<file path="src/rtl/alu_issue_unit_pkg.sv">
// ---------------------------------------------------------------------------
// alu_issue_unit_pkg
//   Shared definitions for the ALU issue unit: instruction field positions,
//   legal function codes, FSM state encoding and a legality helper.
// ---------------------------------------------------------------------------
package alu_issue_unit_pkg;

  localparam int INSTR_W = 32;
  localparam int REG_AW  = 5;
  localparam int SHAMT_W = 5;
  localparam int FUNCT_W = 6;
  localparam int OP_W    = 6;

  // Instruction field bit positions
  localparam int OP_MSB    = 31;
  localparam int OP_LSB    = 26;
  localparam int RS_MSB    = 25;
  localparam int RS_LSB    = 21;
  localparam int RT_MSB    = 20;
  localparam int RT_LSB    = 16;
  localparam int RD_MSB    = 15;
  localparam int RD_LSB    = 11;
  localparam int SHAMT_MSB = 10;
  localparam int SHAMT_LSB = 6;
  localparam int FUNCT_MSB = 5;
  localparam int FUNCT_LSB = 0;

  localparam logic [OP_W-1:0]    OP_RTYPE   = 6'b000000;
  localparam logic [FUNCT_W-1:0] FUNCT_ADDU = 6'b001001;
  localparam logic [FUNCT_W-1:0] FUNCT_SUBU = 6'b001010;
  localparam logic [FUNCT_W-1:0] FUNCT_AND  = 6'b010001;
  localparam logic [FUNCT_W-1:0] FUNCT_SLL  = 6'b100001;

  typedef enum logic [1:0] {
    ST_IDLE = 2'd0,
    ST_READ = 2'd1,
    ST_EXEC = 2'd2,
    ST_WB   = 2'd3
  } state_t;

  // Only R-type words carrying one of the four supported funct codes are legal.
  function automatic logic is_legal(input logic [INSTR_W-1:0] w);
    logic [FUNCT_W-1:0] fn;
    fn = w[FUNCT_MSB:FUNCT_LSB];
    return (w[OP_MSB:OP_LSB] == OP_RTYPE) &&
           ((fn == FUNCT_ADDU) || (fn == FUNCT_SUBU) ||
            (fn == FUNCT_AND)  || (fn == FUNCT_SLL));
  endfunction

endpackage

</file>
<file path="src/rtl/alu_regfile.sv">
// ---------------------------------------------------------------------------
// alu_regfile
//   NREG x XLEN register file: two asynchronous read ports, one asynchronous
//   debug read port, one synchronous write port. Register 0 is hardwired to
//   zero (writes ignored, reads return 0). Async active-low clear.
// Ports
//   clk, rst_n        clock / async active-low clear of every entry
//   raddr1/rdata1     operand read port 1 (combinational)
//   raddr2/rdata2     operand read port 2 (combinational)
//   dbg_addr/dbg_data debug read port (combinational)
//   we/waddr/wdata    write port, takes effect at the rising edge
// ---------------------------------------------------------------------------
module alu_regfile #(
  parameter int NREG = 32,
  parameter int XLEN = 32,
  parameter int AW   = $clog2(NREG)
) (
  input  logic            clk,
  input  logic            rst_n,
  input  logic [AW-1:0]   raddr1,
  output logic [XLEN-1:0] rdata1,
  input  logic [AW-1:0]   raddr2,
  output logic [XLEN-1:0] rdata2,
  input  logic [AW-1:0]   dbg_addr,
  output logic [XLEN-1:0] dbg_data,
  input  logic            we,
  input  logic [AW-1:0]   waddr,
  input  logic [XLEN-1:0] wdata
);

  logic [XLEN-1:0] regs [NREG];

  always_ff @(posedge clk or negedge rst_n) begin
    if (!rst_n) begin
      for (int i = 0; i < NREG; i++) regs[i] <= '0;
    end else if (we && (waddr != '0)) begin
      regs[waddr] <= wdata;
    end
  end

  // Entry 0 is never written, but masking the read keeps r0 == 0 explicit.
  assign rdata1   = (raddr1   == '0) ? '0 : regs[raddr1];
  assign rdata2   = (raddr2   == '0) ? '0 : regs[raddr2];
  assign dbg_data = (dbg_addr == '0) ? '0 : regs[dbg_addr];

endmodule

</file>
<file path="src/rtl/alu_issue_unit.sv">
// ---------------------------------------------------------------------------
// alu_issue_unit
//   Issue side of the ALU interface. Accepts one R-type instruction word per
//   four cycles over valid/ready, reads rs/rt from the internal register file,
//   presents operands to an external combinational ALU, captures the result
//   and writes it back to rd.
//   Sequence: IDLE (accept) -> READ (load operands) -> EXEC (capture result)
//             -> WB (pulse wb_valid or illegal, write rd at the closing edge).
// Ports
//   clk, rst_n           clock, async active-low reset
//   instr_valid/ready    instruction handshake (ready only in IDLE)
//   instr                op|rs|rt|rd|shamt|funct
//   alu_src1/src2        operands RF[rs]/RF[rt], held until the next op
//   alu_shamt/alu_funct  shift amount / function code to the ALU
//   alu_result           combinational ALU result
//   wb_valid/addr/data   one-cycle write-back report
//   illegal              one-cycle pulse for rejected instructions
//   dbg_addr/dbg_data    debug read of the register file
// ---------------------------------------------------------------------------
module alu_issue_unit
  import alu_issue_unit_pkg::*;
#(
  parameter int NREG = 32,
  parameter int XLEN = 32
) (
  input  logic            clk,
  input  logic            rst_n,
  input  logic            instr_valid,
  output logic            instr_ready,
  input  logic [31:0]     instr,
  output logic [XLEN-1:0] alu_src1,
  output logic [XLEN-1:0] alu_src2,
  output logic [4:0]      alu_shamt,
  output logic [5:0]      alu_funct,
  input  logic [XLEN-1:0] alu_result,
  output logic            wb_valid,
  output logic [4:0]      wb_addr,
  output logic [XLEN-1:0] wb_data,
  output logic            illegal,
  input  logic [4:0]      dbg_addr,
  output logic [XLEN-1:0] dbg_data
);

  state_t              state_q, state_d;
  logic [INSTR_W-1:0]  instr_p0;
  logic [REG_AW-1:0]   rs, rt, rd;
  logic [XLEN-1:0]     rf_rdata1, rf_rdata2;
  logic                legal;
  logic                rf_we;

  assign rs    = instr_p0[RS_MSB:RS_LSB];
  assign rt    = instr_p0[RT_MSB:RT_LSB];
  assign rd    = instr_p0[RD_MSB:RD_LSB];
  assign legal = is_legal(instr_p0);

  assign wb_addr = rd;

  alu_regfile #(
    .NREG (NREG),
    .XLEN (XLEN),
    .AW   (REG_AW)
  ) u_rf (
    .clk      (clk),
    .rst_n    (rst_n),
    .raddr1   (rs),
    .rdata1   (rf_rdata1),
    .raddr2   (rt),
    .rdata2   (rf_rdata2),
    .dbg_addr (dbg_addr),
    .dbg_data (dbg_data),
    .we       (rf_we),
    .waddr    (rd),
    .wdata    (wb_data)
  );

  always_ff @(posedge clk or negedge rst_n) begin
    if (!rst_n) state_q <= ST_IDLE;
    else        state_q <= state_d;
  end

  always_comb begin
    state_d     = state_q;
    instr_ready = 1'b0;
    wb_valid    = 1'b0;
    illegal     = 1'b0;
    rf_we       = 1'b0;
    case (state_q)
      ST_IDLE: begin
        instr_ready = 1'b1;
        if (instr_valid) state_d = ST_READ;
      end
      ST_READ: state_d = ST_EXEC;
      ST_EXEC: state_d = ST_WB;
      ST_WB: begin
        // rd == 0 still reports wb_valid; the regfile drops the write itself.
        wb_valid = legal;
        illegal  = ~legal;
        rf_we    = legal;
        state_d  = ST_IDLE;
      end
      default: state_d = ST_IDLE;
    endcase
  end

  always_ff @(posedge clk or negedge rst_n) begin
    if (!rst_n) begin
      instr_p0  <= '0;
      alu_src1  <= '0;
      alu_src2  <= '0;
      alu_shamt <= '0;
      alu_funct <= '0;
      wb_data   <= '0;
    end else begin
      // IDLE -> READ: latch the accepted word
      if (state_q == ST_IDLE && instr_valid) instr_p0 <= instr;
      // READ -> EXEC: operands to the ALU; they stay put after the op
      if (state_q == ST_READ) begin
        alu_src1  <= rf_rdata1;
        alu_src2  <= rf_rdata2;
        alu_shamt <= instr_p0[SHAMT_MSB:SHAMT_LSB];
        alu_funct <= instr_p0[FUNCT_MSB:FUNCT_LSB];
      end
      // EXEC -> WB: capture the combinational ALU result
      if (state_q == ST_EXEC) wb_data <= alu_result;
    end
  end

endmodule

</file>
<file path="config.mk">
export PLATFORM = sky130hd
export DESIGN_NAME = alu_issue_unit
export DESIGN_NICKNAME = d
export VERILOG_FILES = /design/src/rtl/alu_issue_unit_pkg.sv /design/src/rtl/alu_regfile.sv /design/src/rtl/alu_issue_unit.sv
export SDC_FILE = /design/constraint.sdc
export NUM_CORES = 2
export LEC_CHECK = 0
export CELL_PAD_IN_SITES_DETAIL_PLACEMENT = 1
export CELL_PAD_IN_SITES_GLOBAL_PLACEMENT = 1
export CORE_MARGIN = 2
export CORE_UTILIZATION = 40
export CTS_CLUSTER_SIZE = 8
export DETAILED_ROUTE_END_ITERATION = 12
export MAX_ROUTING_LAYER = met4
export PLACE_DENSITY = 0.61
export SYNTH_ARGS = -nofsm -noshare
export SYNTH_HDL_FRONTEND = slang
export SYNTH_SLANG_ARGS = --single-unit
</file>
<file path="constraint.sdc">
create_clock -name clk -period 4 [get_ports clk]
set_input_delay 0.4 -clock clk [delete_from_list [all_inputs] [get_ports clk]]
set_output_delay 0.4 -clock clk [all_outputs]
set_load 0.1 [all_outputs]
</file>
Yosys cells after proc, flatten, opt, wreduce, memory -nomap -nowiden
Cells that the tools add are included.
Widths: inputs -> output; s select.
{ "word_totals": {"output_inout_bits": 147, "regBits": 1165, "in_bits": 72} }
{ "op_classes": {"n_eq_ne": 8, "mux": 20, "n_lt_le_gt_ge": 5, "bitwise_logic": 5, "reduce_logical": 13} }
{ "op_table": {"columns": ["operator", "count"], "rows": [
  ["$bwmux 1024", 1],
  ["$bmux 32 s5", 3],
  ["$mux 32", 10],
  ["$demux 32 s5", 1],
  ["$ge 6x6->1 const B", 4],
  ["$not 5->6", 4],
  ["$logic_not 5->1", 3],
  ["$eq 6x4->1 const B", 2],
  ["$pmux 2 s4", 1],
  ["$eq 6x5->1 const B", 1],
  ["$eq 6x6->1 const B", 1],
  ["$logic_not 6->1", 1],
  ["$lt 6x1->1 const B", 1],
  ["$reduce_bool 5->1", 1],
  ["$eq 2x2->1 const B", 2],
  ["$logic_and 1x1->1", 4],
  ["$logic_or 1x1->1", 3],
  ["$mux 1", 3],
  ["$eq 2x1->1 const B", 1],
  ["$logic_not 2->1", 1],
  ["$mux 2", 1],
  ["$ne 2x2->1 const B", 1],
  ["$not 1->1", 1]
]} }

Longest topological paths before layout
{ "depth": {"word_depth": 7, "mapped_depth": 9, "ltp_nobuf": 6} }

Cells and area by module
From an unflattened synthesis, not the netlist that was laid out.
{ "hier_totals": {"hier_cells": 4529, "area_unflattened_um2": 67747.5} }
{ "modules_own_cells": {"columns": ["mod", "n_inst", "area_each_um2", "cells_each"], "rows": [
  ["alu_regfile", 1, 62357.3, 4204],
  ["alu_issue_unit", 1, 5390.2, 325]
]} }

Least setup slack after synthesis
OpenSTA, ideal clock, no wires.
{ "synth_path": {"path_kind": "input to output", "from": "input dbg_addr[1]", "to": "output dbg_data[0]", "t_arrival_ps": 3845, "path_stages": 7, "t_required_ps": 3600, "setup_slack_ps": -245, "path_cell_list": "buf_2 > buf_2 > clkbuf_1 > clkbuf_1 > mux4_2 > mux2i_1 > o21ai_0"} }
{ "synth_between": {"elab_chain_len": 5, "word_cells_on_any_way": 6, "cone_classes": "4 x mux; 1 x bitwise; 1 x reduce/logical"} }
{ "synth_rtl": {"columns": ["element", "line", "source"], "rows": [
  ["start, declared", "alu_issue_unit.sv:40", "input logic [4:0] dbg_addr,"],
  ["$not 5->6 (implied by the code)", "alu_regfile.sv:44", "assign dbg_data = (dbg_addr == '0) ? '0 : regs[dbg_addr];"],
  ["$bmux 32 s5", "alu_regfile.sv:44", null],
  ["$mux 32 (implied by the code) (2 in a row)", "alu_regfile.sv:44", null],
  ["$mux 32 *", "alu_regfile.sv:44", null],
  ["end, declared", "alu_issue_unit.sv:41", "output logic [XLEN-1:0] dbg_data"]
]} }
Every way passes the cells marked *; elsewhere a longest branch is shown, timed or not. The select of a mux whose other input is x is not followed.

Final worst setup path
{ "layout_path": {"from": "register wb_data[22]", "to": "output wb_data[22]"} }
{ "layout_rtl": {"columns": ["element", "line", "source"], "rows": [
  ["start, declared", "alu_issue_unit.sv:38", "output logic [XLEN-1:0] wb_data,"],
  ["start signal, assigned", "alu_issue_unit.sv:124", "if (state_q == ST_EXEC) wb_data <= alu_result;"]
]} }
No word-level cell between the ends.

==> run summary <==
P_int: 25.8 mW
TritonCTS clock tree: done
EDFF count, synth: 0
critical path's top delay family: buffers and inverters
met1 GRT Util: 0.399
combinational share of power: 0.414
Die W: 418 um
antenna-violating nets left: 0
mux cell area share after synthesis: 0.452
layout cells sized above 1: 0.451
Wirelength per Cell: 37.0 um
Synth area leader: dfrtp_1
element type at the critical path start: flip-flop
grt ovf: 0
Fin Hold WS: 0.181 ns
H-tree lvl count: 4
cell chain of the critical path: clkdlybuf4s50_1
total power: 45.9 mW
Tmin final: 3.64 ns
Synth Area in Compound Gates: 0.0468
initial antenna violation count: 7
post-synth top area share: 0.425
PwrDens: 587 nW/um^2
Core Region: 170000 um^2
Clock Tree Buf Depth: 3
number of fill cells: 16478
Routed WL: 260000 um
Worst Tran Pin Value: 1.37 ns
Final WS setup: 0.364 ns
Final Core Density: 0.460
CP Capture Type: primary output
sequential power share: 0.308
Yosys reg bits: 1165
num ports: 219
VDD IR-drop max: 546 uV
area delta synth->final: 14.1%
Pleak: 34.4 nW
Placed Instance Area: 73700 um^2
Clock Skew: 0.0242 ns
CP Data Arrival Time: 3.24 ns
GRT busiest layer: met2
post-DP HPWL: 164000 um
largest net degree at the start of global routing: 101
crit share post-route: 0.909
synthesized area per cell: 14.6 um^2
CTS resizes: 0
Max Cap Viol: 0
Setup CP Type: flip-flop to primary output
Root Buffer: clkbuf_16
setup tns final: 0 ns
first-pass GRT wire length: 376000 um
final hold viol count: 0
buffers plus inverters on the worst setup path: 1
Slowest-stage cell, CP: clkdlybuf4s50_1
clock transition at the registers of the reported paths: 0.05 ns
Core Rows: 151
worst stage delay on the critical path: 1.31 ns
ys flop type: dfrtp_1
vias in the first global route: 48942
setup violators final: 0
Hold Path Class: input port to async pin
grt met2 use: 0.489
Peak Freq: 0.275 GHz
port bufs: 218
sw power: 20.2 mW
peak fanout along the critical path: 33
Layout Cells excl Fill: 7044
largest family of logic cells by synthesized area: multiplexers
fraction of the mapped netlist area in adder cells: 0.000730
sequential share of the synthesized area: 0.425
Slew Viols, Final: 0
die extent in y: 418 um
Via density: 6.57
DR vias: 46309
DRT Pass-1 Iters: 6
routability cong.: 0.846
Req. time, crit path: 3.60 ns
post-synthesis cell type count: 51
clock network power share: 0.278
xor/xnor cell area share of the yosys netlist: 0.000128
Post-Syn Nets: 4777
YS warnings: 0
Post-synth ARST share: 1.00
Synth area leaders: dfrtp_1 (43%), mux4_2 (20%), mux2_2 (17%), mux2i_1 (6.5%), mux2_1 (2.0%)
initial core utilization: 0.403
clock sinks: 1165
Tot GR Track Use: 0.309
clk_lat worst skew: 0.81 ns
Post-route DRC: 0
met3 usage: 0.0477
Cell Area, Synth: 68500 um^2
sw frac: 0.439
Inst Count DP: 6837
CTS buffer count: 165
Layout Nets: 4863
DR iter-0 viols: 3724
pre-CTS setup slack: 0.397 ns
fin area: 78200 um^2
Simple-Gate Fraction of Synth Area: 0.0356
synthesized instance count: 4701
die area: 175000 um^2
status: completed
Slew HR: 0.0854
RSZ-0062 raised after global routing: no
-- power groups by stage --
stage	Sequential, mW	Clock [mW]	Combinational [mW]
final	14.2	12.8	19.0
after global routing	14.2	13.5	19.5
after CTS	14.1	13.0	18.9
after detailed placement	14.3	0	18.9
after global placement	14.3	0	18.8
after floorplan	15.7	0	9.80
-- flip-flops by register name, summed over array words and instances (netlist names) --
register,count
alu_src1,32
wb_data,32
alu_src2,32
alu_shamt,5
instr_p0,32
state_q,2
alu_funct,6
u_rf.regs,1024
-- final timing paths --
check	from	depth (start not counted)	slack, ns	end
min in group clk	alu_result[22]	2	0.21	wb_data[22]$_DFFE_PN0P_
max in group asynchronous	rst_n	3	2.61	u_rf.regs[827]$_DFFE_PN0P_
max reg2reg	instr_p0[2]$_DFFE_PN0P_	6	0.51	u_rf.regs[465]$_DFFE_PN0P_
max	wb_data[22]$_DFFE_PN0P_	1	0.36	wb_data[22]
min reg2reg	u_rf.regs[1000]$_DFFE_PN0P_	0	0.43	u_rf.regs[1000]$_DFFE_PN0P_
min	rst_n	2	0.18	u_rf.regs[691]$_DFFE_PN0P_
-- timing repair --
action	CTS	global route
hold endpoints to repair	73	0
setup endpoints to repair	0	0
hold buffers	1	0
setup buffers	0	0
-- cells in the mapped netlist, types with 3 or more instances --
cell       number
nor2b_1         4
or4_1          32
nand2_1         5
nor4_1          6
a22oi_1        30
a21oi_1        63
a22o_1         30
nor2_1        132
mux4_2        612
buf_6          25
clkbuf_1      276
mux2_1        124
nand2b_1       67
o21ai_1         3
o21ai_0        32
o22a_1         30
nand3b_1        9
buf_4          91
buf_2          98
o22ai_1        94
ha_1            4
or3b_2          5
o211ai_1       62
or3_1           6
nor4_4         29
mux2i_1       442
nor3_1          6
inv_1           3
dfrtp_1      1165
a2bb2oi_1      32
nand4b_1       30
nand3_1         4
a2111oi_0      66
buf_1          53
mux2_2       1008
-- layer usage --
metal / share of wire / up-vias
met3: 0.054 / 538
met5: 0 / -
met1: 0.42 / 25618
met2: 0.49 / 1568
li1: - / 18585
met4: 0.042 / 0
-- cell usage in the layout, fill, tap and decap left out, drive strengths merged, types with 2 or more instances in the layout --
cell type      netlist  routed
nand2b              67      67
nand3                4       4
o2111ai              2       2
mux2              1132    1132
ha                   4       4
nand3b              11      11
a2111oi             66      66
clkinv               2       3
diode                0       8
dfrtp             1165    1165
o22a                30      30
o22ai               94      94
or4                 32      32
nor3                 6       6
or3b                 5       5
nand4b              30      30
or3                  6       6
mux2i              442     442
mux4               612     612
clkdlybuf4s50        0     159
nand2                6       6
inv                  3      14
nor4b                2       2
buf                267     301
nor4bb               2       2
a22o                30      30
o21ai               35      35
nor2b                4       4
nor2               132     132
clkbuf             276     187
o211ai              62      62
a22oi               30      30
a211oi               2       2
a21oi               63      63
nor4                37      37
a2bb2oi             32      32
-- final cells by class --
type / count / area, um^2 / share of cell area
clock inverters: 12 / 120 / 0.00154
flip-flops and latches: 1165 / 29200 / 0.373
clock buffers: 186 / 4300 / 0.0550
repair buffers: 462 / 4990 / 0.0638
multi-input cells: 2988 / 36800 / 0.470
inverters: 5 / 18.8 / 0.000240
diodes: 8 / 20.0 / 0.000256
well taps: 2218 / 2780 / 0.0355
-- kinds of logic (layout without fill, tap and decap cells) --
| family | after synthesis | count (layout) |
|---|---|---|
| mux | 2186 | 2186 |
| compound gates | 449 | 449 |
| fa+ha+maj | 4 | 4 |
| xor+xnor | 1 | 1 |
| other cells | 0 | 8 |
| simple gates | 348 | 348 |
| flops | 1165 | 1165 |
| buf+inv | 548 | 665 |
(Power assumes the default switching activity.)
